## src/rtl/ulx3s_reset_pkg.sv

```systemverilog
// Shared types and parameter defaults for the ULX3S reset sequencer.
package ulx3s_reset_pkg;

    // Sequencer phases: hold everything, wait for lock to settle,
    // release video, then release the rest of the system.
    typedef enum logic [1:0] {
        ST_HOLD   = 2'd0,
        ST_STABLE = 2'd1,
        ST_VIDEO  = 2'd2,
        ST_RUN    = 2'd3
    } seq_state_t;

    localparam int unsigned LOCK_STABLE_CYCLES_DEFAULT  = 65536;
    localparam int unsigned STAGGER_CYCLES_DEFAULT      = 16;
    localparam int unsigned BTN_DEBOUNCE_CYCLES_DEFAULT = 1024;

endpackage : ulx3s_reset_pkg

```

## src/rtl/ulx3s_sync2.sv

```systemverilog
// Two-flop synchronizer for a single asynchronous level, reset to 0.
module ulx3s_sync2 (
    input  logic clk,
    input  logic rst_n,
    input  logic d,
    output logic q
);

    logic meta;

    // Shift the asynchronous input through two flops.
    always_ff @(posedge clk or negedge rst_n) begin
        if (!rst_n) begin
            meta <= 1'b0;
            q    <= 1'b0;
        end else begin
            meta <= d;
            q    <= meta;
        end
    end

endmodule : ulx3s_sync2

```

## src/rtl/ulx3s_reset_sequencer.sv

```systemverilog
// Power-up / lock-loss / button reset sequencer for the ULX3S board.
// Holds video and system resets until the PLL lock has been stable for a
// while, then releases video first and the system a little later.
module ulx3s_reset_sequencer
    import ulx3s_reset_pkg::*;
#(
    parameter int unsigned LOCK_STABLE_CYCLES  = LOCK_STABLE_CYCLES_DEFAULT,
    parameter int unsigned STAGGER_CYCLES      = STAGGER_CYCLES_DEFAULT,
    parameter int unsigned BTN_DEBOUNCE_CYCLES = BTN_DEBOUNCE_CYCLES_DEFAULT
) (
    input  logic       clk50,
    input  logic       rst_n,
    input  logic       pll_locked,
    input  logic       btn_reset,
    output logic       video_reset,
    output logic       sys_reset,
    output logic       ready,
    output logic [7:0] lock_lost_count
);

    localparam int unsigned SW = $clog2(LOCK_STABLE_CYCLES) + 1;
    localparam int unsigned GW = $clog2(STAGGER_CYCLES) + 1;
    localparam int unsigned BW = $clog2(BTN_DEBOUNCE_CYCLES) + 1;

    localparam logic [SW-1:0] STAB_LAST = SW'(LOCK_STABLE_CYCLES - 1);
    localparam logic [GW-1:0] STAG_LAST = GW'(STAGGER_CYCLES - 1);
    localparam logic [BW-1:0] BTN_LAST  = BW'(BTN_DEBOUNCE_CYCLES - 1);
    localparam logic [BW-1:0] BTN_TOP   = BW'(BTN_DEBOUNCE_CYCLES);

    logic lock_s;
    logic btn_s;

    seq_state_t    state, state_nx;
    logic [SW-1:0] stab_cnt, stab_cnt_nx;
    logic [GW-1:0] stag_cnt, stag_cnt_nx;
    logic [BW-1:0] btn_cnt, btn_cnt_nx;
    logic [7:0]    lost_nx;
    logic          video_reset_nx;
    logic          sys_reset_nx;
    logic          ready_nx;

    logic btn_fire;
    logic btn_busy;
    logic btn_hold;
    logic lock_loss;

    ulx3s_sync2 u_sync_lock (
        .clk   (clk50),
        .rst_n (rst_n),
        .d     (pll_locked),
        .q     (lock_s)
    );

    ulx3s_sync2 u_sync_btn (
        .clk   (clk50),
        .rst_n (rst_n),
        .d     (btn_reset),
        .q     (btn_s)
    );

    // Button request decode: fire once when the debounce count is reached,
    // then keep holding until the synced button goes low again. The debounce
    // counter parks at its top value so a long press never re-fires.
    always_comb begin
        btn_fire  = btn_s && (btn_cnt == BTN_LAST);
        btn_busy  = btn_s && (btn_cnt == BTN_TOP);
        btn_hold  = btn_fire || btn_busy;
        lock_loss = (state != ST_HOLD) && !lock_s;

        btn_cnt_nx = btn_cnt;
        if (!btn_s) begin
            btn_cnt_nx = '0;
        end else if (btn_cnt != BTN_TOP) begin
            btn_cnt_nx = btn_cnt + BW'(1);
        end
    end

    // Next-state, counter and registered-output computation.
    always_comb begin
        state_nx       = state;
        stab_cnt_nx    = '0;
        stag_cnt_nx    = '0;
        lost_nx        = lock_lost_count;
        video_reset_nx = 1'b1;
        sys_reset_nx   = 1'b1;
        ready_nx       = 1'b0;

        if (lock_loss && (lock_lost_count != 8'hFF)) begin
            lost_nx = lock_lost_count + 8'd1;
        end

        if (btn_hold) begin
            state_nx = ST_HOLD;
        end else begin
            unique case (state)
                ST_HOLD: begin
                    if (lock_s) state_nx = ST_STABLE;
                end
                ST_STABLE: begin
                    if (!lock_s) begin
                        state_nx = ST_HOLD;
                    end else if (stab_cnt == STAB_LAST) begin
                        state_nx = ST_VIDEO;
                    end else begin
                        stab_cnt_nx = stab_cnt + SW'(1);
                    end
                end
                ST_VIDEO: begin
                    if (!lock_s) begin
                        state_nx = ST_HOLD;
                    end else if (stag_cnt == STAG_LAST) begin
                        state_nx = ST_RUN;
                    end else begin
                        stag_cnt_nx = stag_cnt + GW'(1);
                    end
                end
                ST_RUN: begin
                    if (!lock_s) state_nx = ST_HOLD;
                end
                default: state_nx = ST_HOLD;
            endcase
        end

        // Outputs are registered from the next state so they change on the
        // first cycle spent in the new state.
        unique case (state_nx)
            ST_VIDEO: begin
                video_reset_nx = 1'b0;
            end
            ST_RUN: begin
                video_reset_nx = 1'b0;
                sys_reset_nx   = 1'b0;
                ready_nx       = 1'b1;
            end
            default: ;
        endcase
    end

    // State, counters and outputs; resets assert immediately on rst_n.
    always_ff @(posedge clk50 or negedge rst_n) begin
        if (!rst_n) begin
            state           <= ST_HOLD;
            stab_cnt        <= '0;
            stag_cnt        <= '0;
            btn_cnt         <= '0;
            lock_lost_count <= '0;
            video_reset     <= 1'b1;
            sys_reset       <= 1'b1;
            ready           <= 1'b0;
        end else begin
            state           <= state_nx;
            stab_cnt        <= stab_cnt_nx;
            stag_cnt        <= stag_cnt_nx;
            btn_cnt         <= btn_cnt_nx;
            lock_lost_count <= lost_nx;
            video_reset     <= video_reset_nx;
            sys_reset       <= sys_reset_nx;
            ready           <= ready_nx;
        end
    end

endmodule : ulx3s_reset_sequencer

```

## config.mk

```make
export PLATFORM = sky130hd
export DESIGN_NAME = ulx3s_reset_sequencer
export DESIGN_NICKNAME = d
export VERILOG_FILES = /design/src/rtl/ulx3s_reset_pkg.sv /design/src/rtl/ulx3s_sync2.sv /design/src/rtl/ulx3s_reset_sequencer.sv
export SDC_FILE = /design/constraint.sdc
export NUM_CORES = 1
export LEC_CHECK = 0
export BUFFER_PORTS_ARGS = -buffer_cell sky130_fd_sc_hd__buf_4
export CORE_MARGIN = 2
export CORE_UTILIZATION = 64
export DETAILED_ROUTE_END_ITERATION = 10
export MAX_ROUTING_LAYER = met4
export PLACE_DENSITY = 0.85
export SLEW_MARGIN = 0
export SYNTH_ARGS = -nofsm -noshare
export SYNTH_HDL_FRONTEND = slang
export SYNTH_SLANG_ARGS = --single-unit
```

## constraint.sdc

```tcl
create_clock -name clk50 -period 3.2 [get_ports clk50]
set_input_delay 0.32 -clock clk50 [delete_from_list [all_inputs] [get_ports clk50]]
set_output_delay 0.32 -clock clk50 [all_outputs]
set_load 0.02 [all_outputs]
```

==> results of run 1 <==
## power groups by stage
stage / logic (µW) / clock network, µW / registers [µW]
finish: 202 / 286 / 728
CTS: 206 / 292 / 728
global placement: 200 / 0 / 737
global route: 223 / 321 / 735
detailed placement: 204 / 0 / 740
floorplan: 76.7 / 0 / 772
## kinds of logic (layout without fill, tap and decap cells)
logic type,Yosys count,after routing,share of synthesized area [%]
mux,2,2,0.9105
buf+inv,11,29,2.625
compound gates,7,7,2.250
simple gates,103,103,25.87
flops,50,50,53.67
xor+xnor,32,32,12.00
fa+ha+maj,5,5,2.678
## how the worst max path moves through the flow
stage	startpoint	end	cells past startpoint
after floorplan	lock_lost_count[0]	lock_lost_count[1]	4
after global placement	btn_cnt[6]	stag_cnt[3]	4
after detailed placement	btn_cnt[2]	stag_cnt[3]	4
after CTS	btn_cnt[2]	stag_cnt[3]	4
after global routing	btn_cnt[6]	stag_cnt[3]	4
final	btn_cnt[2]	stag_cnt[3]	4
## flip-flops by register name (all words and copies together) (netlist names)
name              count
stab_cnt             17
u_sync_btn.q          1
sys_reset             1
lock_lost_count       8
u_sync_lock.q         1
state                 2
btn_cnt              11
u_sync_btn.meta       1
ready                 1
video_reset           1
stag_cnt              5
u_sync_lock.meta      1
## area by class of cell
cell class                 instances  area [µm²]
timing repair buffer              15       115.1
multi-input combinational        149        1021
sequential                        50        1254
clock buffer                       7       55.05
inverter                           7       26.28
fill                             230       887.1
tap                               46       57.56
## worst max-delay path, cell delays in order, from the launching register on
cell	delay (ps)
dfrtp_1	450
nor4_1	490
nand3_1	270
o211ai_1	630
nor4_1	160
## through the flow
stage               worst slack, ps  cell area [µm²]  hold WS [ps]  std cells
floorplan                      1341             2336         24.41        210
global placement               1276             2464         339.3        266
detailed placement             1134             2464         337.2        266
CTS                            1113             2529         41.19        274
global route                  905.6             2529         34.80        274
finish                         1057             2529         48.87        274
## per-layer routing
metal / up-vias / track usage, %
li1: 771 / -
met1: 769 / 30.06
met2: 37 / 33.07
met3: 13 / 4.340
met4: 0 / 11.44
met5: - / -
## synth_stat cells, types with 2 or more instances
cell type	n	area share, %
nor2_1	21	3.4
nand3_1	11	2.4
inv_1	7	1.1
and3_1	4	1.1
nor4_1	8	2.1
xnor2_1	19	7.1
clkbuf_1	2	0.32
nor2b_1	2	0.54
nand2b_1	2	0.54
nand3b_1	2	0.64
ha_1	5	2.7
nor3_1	9	1.9
nand4_1	13	3.5
xor2_1	13	4.9
nand2_1	8	1.3
and4_1	2	0.75
a21oi_1	2	0.43
nor2_2	10	2.7
dfrtp_1	48	51
dfstp_2	2	2.2
## timing repair
action                     in CTS  in global routing
hold buffers                    1                  0
setup endpoints to repair       0                  0
hold endpoints to repair       48                  0
resized for setup               0                  0
## cell usage in the layout, fill, tap and decap left out, types with 2 or more instances in the layout
master	synthesis	routed
nand3_1	11	11
nand3b_1	2	2
nand2_1	8	8
and3_1	4	4
xnor2_1	19	19
buf_4	1	14
dfrtp_1	48	48
nor3_1	9	9
nand4_1	13	13
ha_1	5	5
xor2_1	13	13
nor2_1	21	21
a21oi_1	2	2
clkbuf_4	0	5
nor2_2	10	10
nor2b_1	2	2
nand2b_1	2	2
and4_1	2	2
inv_1	7	7
nor4_1	8	8
dfstp_2	2	2
==> key figures, run 1 <==
Logic synthesis
  – Syn Nets: around 220
  – Synth async-reset ratio: 100.0%
  – Yosys reg bits: 50
  – Synth Warn #: 0
  – Cell variety after synth: 40
  – Sequential-to-total area share from yosys stat: 53.67%
  – EDFF count, synth: 0
  – Main flop type after synthesis: dfrtp_1
  – Mapped Cells: 210
  – Post-synthesis cell area: 2336 µm²
  – Synthesized area per cell: 11.12 µm²

Timing
  – RSZ-0062 raised after global routing: false
  – Min cycle time layout: roughly 2100 ps
  – Setup violators final: 0
  – Hold Fails Final Rpt: 0
  – Worst-Margin Slew: approximately 690 ps
  – Final slew viol count: 0
  – Rel. slew slack: between 50% and 60%
  – Period utilisation layout: 66.97%
  – Fmax: 466.6 MHz
  – Clock Skew: roughly 17 ps
  – Setup TNS: 0 ps

Layout
  – Synth-to-Final Area Change: 8.249%
  – Util after Layout: 74.03%
  – Number of nets in the layout: about 240
  – Share of layout cells above drive strength 1: between 10% and 20%
  – Ant. Diodes: 0

CTS
  – H-tree depth: 2
  – Clk sink count: 50
  – CTS max path bufs: 2
  – CTS Buf Count: 5
  – CTS tree: built
  – Setup bufs post-CTS: 0
  – Clock transition at the registers of the reported paths: around 120 ps
  – Worst skew pair latency: roughly 380 ps
  – Clock root buffer: clkbuf_4

GRT
  – Number of global-route vias before repair: ~1600
  – Gr ovfl total: 0
  – First-pass GRT wire length: 6927 µm
  – Pin count of the biggest net entering global routing: between 50 and 60
  – Total global-route track usage: 22.46%
  – Initial antenna violation count: 0

Power and ir drop
  – Power Total: 1216 µW
  – Leakage: between 0.001 and 0.0015 µW
  – Peak supply drop: approximately 0.00036 V
  – Switch share: between 20 and 30%
  – Clock power share: a little under a quarter
  – Int Pwr: around 870 µW
  – Combinational cell fraction of total power: about 17%
  – Power share of the sequential group: approximately 60%
  – Power Dens Cells: between 400 and 500 nW/µm²
  – NetSw: approximately 350 µW

Drt
  – DR top layer: met4
  – Final WL: 3903 µm
  – Wire length on met3: ~160 µm
  – Number of vias in the routed layout: 1590
  – Final ANT Viol Nets: 0
  – Drt via density: 5.803
  – WL met1: roughly 1800 µm
  – DRT iter0 DRCs: around 110
  – Length of routed met2 wiring: 1803 µm
  – DRC violations left: 0
  – Router iterations before antenna repair: 4
  – Routed wire per std cell: between 10 and 15 µm

Floorplan
  – Die width: about 64 µm
  – Die area: approximately 4100 µm²
  – # IOs: 15
  – Core area: approximately 3400 µm²
  – Rows: 21
  – Initial Util: about two thirds
  – Chip height: approximately 64 µm

Setup path
  – Reg2reg path depth: 4
  – RR Endpoint: stag_cnt[3]
  – CP endpoint kind: register
  – Critical path class: reg -> reg
  – Critical Path Start Type: register
  – Crit path max fanout: 11
  – Flop2flop setup slack: between 1000 and 1500 ps
  – Critical Path RT: 3430 ps
  – Arrival time worst endpoint: about 2400 ps
  – Reg2reg start: btn_cnt[2]

Worst hold path
  – Hold depth: 1
  – Hold Path Sink: u_sync_btn.meta
  – Worst hold path startpoint: btn_reset
  – Hold WC Path Type: in -> reg

Status
  – Outcome: completed

Place
  – Routability Congestion: ~0.79
  – Port bufs: 14
  – Dpl hpwl: about 2800 µm

Flow run
  – Max-cap viol count: 0
No activity file was read; power rests on OpenSTA's default activity.
==> run 2: changes to the inputs <==
Settings changed: ABC_AREA set to 1, CORE_UTILIZATION 64 to 60, PLACE_DENSITY 0.85 to 0.81.
Clock period 3.2 ns to 2.1 ns, I/O delays scaled along.
==> run 2 against run 1 <==
Effect of this change: die area is 12% higher; cell area is 9.0% higher; clock power rose by 120%; power grew 80%; first-iteration DRC count fell by 16%; sequential share of layout area down 4.1 points; utilization is 4.7 points lower; synthesized area is 5.6% higher; cell count up 30%; critical path depth is 4 higher; worst setup slack got worse by 550 ps; maximum frequency increased by 35%.
==> key figures, run 2 <==
Place
  – Post-Place Worst Slack: 500.3 ps (-633.3 ps)
  – Dpl hpwl: 3148 µm (+12%)
  – Placed Area: 2615 µm² (+6.1%)
  – Port bufs: 14 (unchanged)
  – Routability Congestion: 0.8220 (+4.5%)

Status
  – Outcome: completed

Logic synthesis
  – Synth async-reset ratio: 100.0% (unchanged)
  – Syn Nets: 293 (+34%)
  – Post-synthesis cell area: 2467 µm² (+5.6%)
  – Synth top area share: 48.68% (-2.7 points)
  – Sequential-to-total area share from yosys stat: 50.81% (-2.9 points)
  – Leading post-synthesis cells by cell area: dfrtp_1 49%, nand2_1 9.0%, nor2_1 5.9%
  – Synth Warn #: 0 (unchanged)
  – Main flop type after synthesis: dfrtp_1
  – Mapped Cells: 284 (+35%)
  – Count leader, synth: nand2_1
  – Yosys reg bits: 50 (unchanged)
  – Cell variety after synth: 31 (-23%)
  – EDFF count, synth: 0 (unchanged)
  – Synth area leader: dfrtp_1
  – Synth cell count leaders: 59 x nand2_1, 48 x dfrtp_1, 39 x nor2_1, 30 x inv_1, 15 x xor2_1
  – Synthesized area per cell: 8.688 µm² (-22%)

Setup path
  – Reg2reg path depth: 8 (+4)
  – Worst Setup SP: lock_lost_count[0]
  – Flop2flop setup slack: 510 ps (-550 ps)
  – Reg2reg start: lock_lost_count[0]
  – Crit-path leading delay family: simple AND/OR/NAND/NOR gates
  – RR Endpoint: lock_lost_count[4]
  – CP peak stage delay: 420 ps (-210 ps)
  – Worst Setup EP: lock_lost_count[4]
  – CP max stage cell: dfrtp_1
  – Critical Path Start Type: register
  – Most common cell on crit path: nand3_1
  – Critical Path RT: 2290 ps (-1140 ps)
  – Critical path class: reg -> reg
  – Arrival time worst endpoint: 1780 ps (-590 ps)
  – CP endpoint kind: register
  – Crit. path cell count: 8 (+4)
  – Crit path max fanout: 9 (-2)
  – WP buf/inv: 1 (+1)
  – Crit-path cells: ha_1 -> nand3_1 -> nor3_2 -> nand3_1 -> nand2_2 -> inv_2 -> nand2_1 -> o21ai_1

Drt
  – Drt via density: 5.227 (-9.9%)
  – Routed wire per std cell: 12.34 µm (-13%)
  – Final ANT Viol Nets: 0 (unchanged)
  – Final WL: 4405 µm (+13%)
  – DRC violations left: 0 (unchanged)
  – Number of vias in the routed layout: 1866 (+17%)
  – Router iterations before antenna repair: 4 (unchanged)
  – DRT iter0 DRCs: 90 (-16%)

GRT
  – Grt peak-use layer: met2
  – Met2 usage: 37.99% (+4.9 points)
  – First-pass GRT wire length: 7645 µm (+10%)
  – Total global-route track usage: 23.39% (+0.93 points)
  – Pin count of the biggest net entering global routing: 51 (unchanged)
  – Met3 global-route usage: 5.921% (+1.6 points)
  – Met1 Use GR: 29.12% (-0.94 points)
  – Number of global-route vias before repair: 1709 (+8.5%)
  – Initial antenna violation count: 0 (unchanged)
  – Gr ovfl total: 0 (unchanged)

CTS
  – CTS tree: built
  – Worst skew pair latency: 300 ps (-80 ps)
  – Clk sink count: 50 (unchanged)
  – CTS max path bufs: 2 (unchanged)
  – Cts repair resizes: 0 (unchanged)
  – Clock root buffer: clkbuf_8
  – H-tree depth: 2 (unchanged)
  – CTS Buf Count: 5 (unchanged)
  – Clock transition at the registers of the reported paths: 90 ps (-30 ps)

Layout
  – Reg area: 1254 µm² (unchanged)
  – Share of layout cells above drive strength 1: 16.29% (-1.7 points)
  – Number of nets in the layout: 315 (+33%)
  – Largest registers: stab_cnt x17, btn_cnt x11, lock_lost_count x8
  – Biggest register: stab_cnt
  – Fill cells: 299 (+30%)
  – Cell area after layout: 2755 µm² (+9.0%)
  – Synth-to-Final Area Change: 11.66%
  – Most common cell after layout, fill and taps aside: nand2_1
  – Commonest cells after routing, fill and taps aside: 59 x nand2_1, 48 x dfrtp_1, 39 x nor2_1, 30 x inv_1, 15 x xor2_1
  – Max reg flops: 17 (unchanged)
  – Ant. Diodes: 0 (unchanged)
  – Area of the multi-input gates: 1062 µm² (+4.0%)

Timing
  – Fmax: 628.7 MHz (+35%)
  – Clock Skew: 7.459 ps (-9.067 ps)
  – Final slew viol count: 0 (unchanged)
  – Setup TNS: 0 ps (unchanged)
  – Period utilisation layout: 75.74% (+8.8 points)
  – Worst-Margin Slew: 609.7 ps (-80.67 ps)
  – Setup violators final: 0 (unchanged)
  – Setup ws final: 509.5 ps (-547.5 ps)
  – RSZ-0062 raised after global routing: false
  – Rel. slew slack: 59.35% (+5.6 points)
  – Hold Fails Final Rpt: 0 (unchanged)
  – Min cycle time layout: 1591 ps (-552.5 ps)

Floorplan
  – Rows: 23 (+9.5%)
  – Die width: 68.13 µm (+5.8%)
  – Initial Util: 62.13% (-6.3 points)
  – Core area: 3971 µm² (+16%)
  – Die area: 4641 µm² (+12%)
  – # IOs: 15 (unchanged)
  – Chip height: 68.13 µm (+5.8%)

Flow run
  – Max-cap viol count: 0 (unchanged)

Power and ir drop
  – Leakage: 0.001283 µW (+19%)
  – Peak supply drop: 0.0006128 V (+71%)
  – Power Dens Cells: 793.6 nW/µm² (+65%)
  – Power Total: 2187 µW (+80%)

Worst hold path
  – Worst hold path startpoint: u_sync_btn.meta
  – Hold WC Path Type: reg -> reg
-- run 2: cell count changes in the layout (fill, tap and decap cells not counted), sizes merged, moves of 3 or more --
cell and change:
a21oi +6, and3 -4, and4 -3, inv +28, nand2 +56, nand3 +4, nand4 -9, nor2 +18
nor4 -8, o21ai +13, xnor2 -12
-- run 2: timing repair --
action / CTS / global route
setup endpoints to repair: 0 / 0
hold endpoints to repair: 48 / 2
hold buffers: 1 / 2
buffers inserted: 0 / 0
-- run 2: logic make-up (layout without fill, tap and decap cells) --
family	count (synthesis)	in the layout	share of synthesized area [%]
xor+xnor	22	22	7.810
compound gates	25	25	5.477
fa+ha+maj	5	5	2.535
flops	50	50	50.81
simple gates	145	145	27.23
buf+inv	37	60	6.136
-- run 2: final cells by class --
cell class / instances / area share [%]
clock buffers: 8 / 3.996
inverters: 35 / 4.768
multi-input cells: 197 / 38.56
flip-flops and latches: 50 / 45.50
well taps: 50 / 2.271
repair buffers: 17 / 4.905
-- run 2: worst min-delay path by stage --
stage / to / cells after the start
final: u_sync_btn.q / 0
after global placement: btn_cnt[4] / 1
after global routing: u_sync_lock.q / 0
after detailed placement: btn_cnt[4] / 1
after floorplan: btn_cnt[0] / 0
after CTS: u_sync_lock.meta / 1
-- run 2: stage by stage --
step | hold WS (ps) | util, % | cells
6_report | 355.5 | 69.38 | 357
3_3_place_gp | 263.5 | 65.85 | 346
2_1_floorplan | -85.59 | - | 284
3_5_place_dp | 261.8 | 65.85 | 346
4_1_cts | 6.366 | 68.87 | 355
5_1_grt | 362.2 | 69.38 | 357
-- run 2: power by group --
| part | internal [µW] | total (µW) | switching [µW] |
|---|---|---|---|
| logic | 165 | 433 | 268 |
| registers | 1030 | 1110 | 82.7 |
| clock network | 333 | 640 | 307 |
-- run 2: layer usage --
layer / wire length [µm] / share of wire [%] / up-vias
met5: 0 / 0 / -
met4: 51 / 1.2 / 0
met3: 172 / 3.9 / 5
met2: 2236 / 51 / 34
met1: 1944 / 44 / 893
li1: - / - / 934
==> run 3: changes to the inputs <==
Settings changed: ABC_AREA 1 to 0, CORE_UTILIZATION 60 to 59, PLACE_DENSITY 0.81 to 0.8.
Clock period 2.1 ns to 1.7 ns, I/O delays scaled along.
==> run 3 against run 2 <==
Effect of this change: combinational power increased by 19%; register-to-register slack got worse by 450 ps; critical endpoint is now stab_cnt[3]; cell area increased by 3.5%; largest cell class unchanged.
==> key figures, run 3 (synthesis gave the netlist of run 1 again) <==
Setup path
  – Worst Setup SP: stab_cnt[1]
  – Crit path max fanout: 16 (+7)
  – CP endpoint kind: register
  – Crit-path leading delay family: simple AND/OR/NAND/NOR gates
  – Crit-path cells: ha_4 -> nand4_4 -> or4_4 -> nand3_4 -> buf_12 -> nor2_1
  – Arrival time worst endpoint: 1830 ps (+50 ps)
  – Reg2reg start: stab_cnt[1]
  – CP peak stage delay: 540 ps (+120 ps)
  – Critical Path RT: 1890 ps (-400 ps)
  – CP max stage cell: or4_4
  – WP buf/inv: 1 (unchanged)
  – Critical Path Start Type: register
  – Critical path class: reg -> reg

Layout
  – Biggest register: stab_cnt
  – Fill cells: 256 (-14%)
  – Max reg flops: 17 (unchanged)
  – Util after Layout: 76.20% (+6.8 points)
  – Ant. Diodes: 0 (unchanged)
  – Synth-to-Final Area Change: 22.12%
  – Share of layout cells above drive strength 1: 29.13% (+13 points)
  – Most common cell after layout, fill and taps aside: dfrtp_1
  – Commonest cells after routing, fill and taps aside: 46 x dfrtp_1, 36 x buf_4, 21 x nor2_1, 19 x xnor2_1
  – Largest registers: stab_cnt x17, btn_cnt x11, lock_lost_count x8
  – Final cell count without fillers: 302 (-15%)
  – Number of nets in the layout: 262 (-17%)

CTS
  – Clock transition at the registers of the reported paths: 90 ps (about the same)
  – H-tree depth: 2 (unchanged)
  – CTS max path bufs: 2 (unchanged)
  – Clock root buffer: clkbuf_8
  – CTS Buf Count: 5 (unchanged)
  – Clk sink count: 50 (unchanged)
  – CTS tree: built
  – Worst skew pair latency: 310 ps (about the same)

Timing
  – Clock Skew: 11.06 ps (+3.601 ps)
  – RSZ-0062 raised after global routing: true
  – Min cycle time layout: 1642 ps (+51.98 ps)
  – Worst-Margin Slew: 596.8 ps (-12.94 ps)
  – Final slew viol count: 0 (unchanged)
  – Setup violators final: 0 (unchanged)
  – Fmax: 608.8 MHz (-3.2%)
  – Hold Fails Final Rpt: 0 (unchanged)
  – Period utilisation layout: 96.62% (+21 points)
  – Hold Slack: 366.1 ps (+10.59 ps)
  – Rel. slew slack: 60.21% (+0.86 points)

Floorplan
  – Chip height: 66.93 µm (-1.8%)
  – Die width: 66.93 µm (-1.8%)
  – Die area: 4479 µm² (-3.5%)
  – # IOs: 15 (unchanged)
  – Rows: 22 (-4.3%)
  – Initial Util: 62.40% (+0.27 points)
  – Core area: 3744 µm² (-5.7%)

Place
  – Port bufs: 14 (unchanged)
  – Placed cells: 286 (-17%)
  – Routability Congestion: 0.8351 (+1.6%)
  – Dpl hpwl: 3238 µm (+2.8%)

Power and ir drop
  – Peak supply drop: 0.0007457 V (+22%)
  – Power Total: 2703 µW (+24%)
  – Power Dens Cells: 947.6 nW/µm² (+19%)
  – Leakage: 0.001240 µW (-3.4%)

Drt
  – Final WL: 4528 µm (+2.8%)
  – Drt via density: 5.662 (+8.3%)
  – Number of vias in the routed layout: 1710 (-8.4%)
  – Router iterations before antenna repair: 4 (unchanged)
  – DRC violations left: 0 (unchanged)
  – Final ANT Viol Nets: 0 (unchanged)
  – Routed wire per std cell: 14.99 µm (+22%)
  – DRT iter0 DRCs: 70 (-22%)

Flow run
  – Max-cap viol count: 0 (unchanged)

Worst hold path
  – Hold WC Path Type: reg -> reg
  – Worst hold path startpoint: u_sync_btn.meta

Status
  – Outcome: completed

GRT
  – Gr ovfl total: 0 (unchanged)
  – Initial antenna violation count: 0 (unchanged)
  – First-pass GRT wire length: 8004 µm (+4.7%)
  – Total global-route track usage: 24.35% (+0.96 points)
  – Number of global-route vias before repair: 1829 (+7.0%)
  – Pin count of the biggest net entering global routing: 51 (unchanged)
## run 3: cell types whose count changed in the layout (fill, tap and decap cells not counted), sizes merged, moves of 9 or more
cell	change
buf	+23
nor2	-18
nand4	+9
inv	-28
xnor2	+12
nand2	-56
o21ai	-13
## run 3: metal layers
| metal | track usage, % | share of wire [%] | up-vias |
|---|---|---|---|
| met2 | 40.75 | 52 | 47 |
| met5 | - | 0 | - |
| li1 | - | - | 817 |
| met4 | 10.46 | 1.6 | 0 |
| met1 | 28.86 | 43 | 837 |
| met3 | 4.561 | 3.0 | 9 |
## run 3: worst paths after layout
kind / cells past startpoint / slack (ps) / end
max: 6 / 60 / stab_cnt[3]
min: 0 / 370 / u_sync_btn.q
max reg2reg: 6 / 60 / stab_cnt[3]
min reg2reg: 0 / 370 / u_sync_btn.q
max in group asynchronous: 2 / 860 / lock_lost_count[0]
min in group asynchronous: 2 / 410 / btn_cnt[8]
## run 3: where the power goes
part | switching (µW) | leakage (µW) | internal, µW
sequential | 89.9 | 0.000665 | 1270
combinational | 260 | 0.000519 | 254
clock | 384 | 0.0000554 | 442
## run 3: area by class of cell
type                            count  area [µm²]  share of cell area (%)
Clock buffer                        6       72.57                   2.544
Clock inverter                      2       38.79                   1.360
Inverter                            7       26.28                  0.9211
Multi-Input combinational cell    149        1079                   37.81
Sequential cell                    50        1256                   44.03
Tap cell                           48       60.06                   2.105
Timing Repair Buffer               40       320.3                   11.23
## run 3: through the flow
step           instance area, µm²  TNS (ps)  setup slack, ps
2_1_floorplan                2361    -3.353           -3.353
3_3_place_gp                 2626         0            71.89
3_5_place_dp                 2626    -21.20           -21.20
4_1_cts                      2789         0            10.19
5_1_grt                      2853    -27.61           -19.09
6_report                     2853         0            57.50
## run 3: timing repair
item / 4_1_cts / 5_1_grt
setup endpoints to repair: 2 / 36
setup buffers: 2 / 3
pin swaps: 1 / 2
hold buffers: 3 / 0
resized for setup: 2 / 5
hold endpoints to repair: 50 / 0
gates cloned: 0 / 0
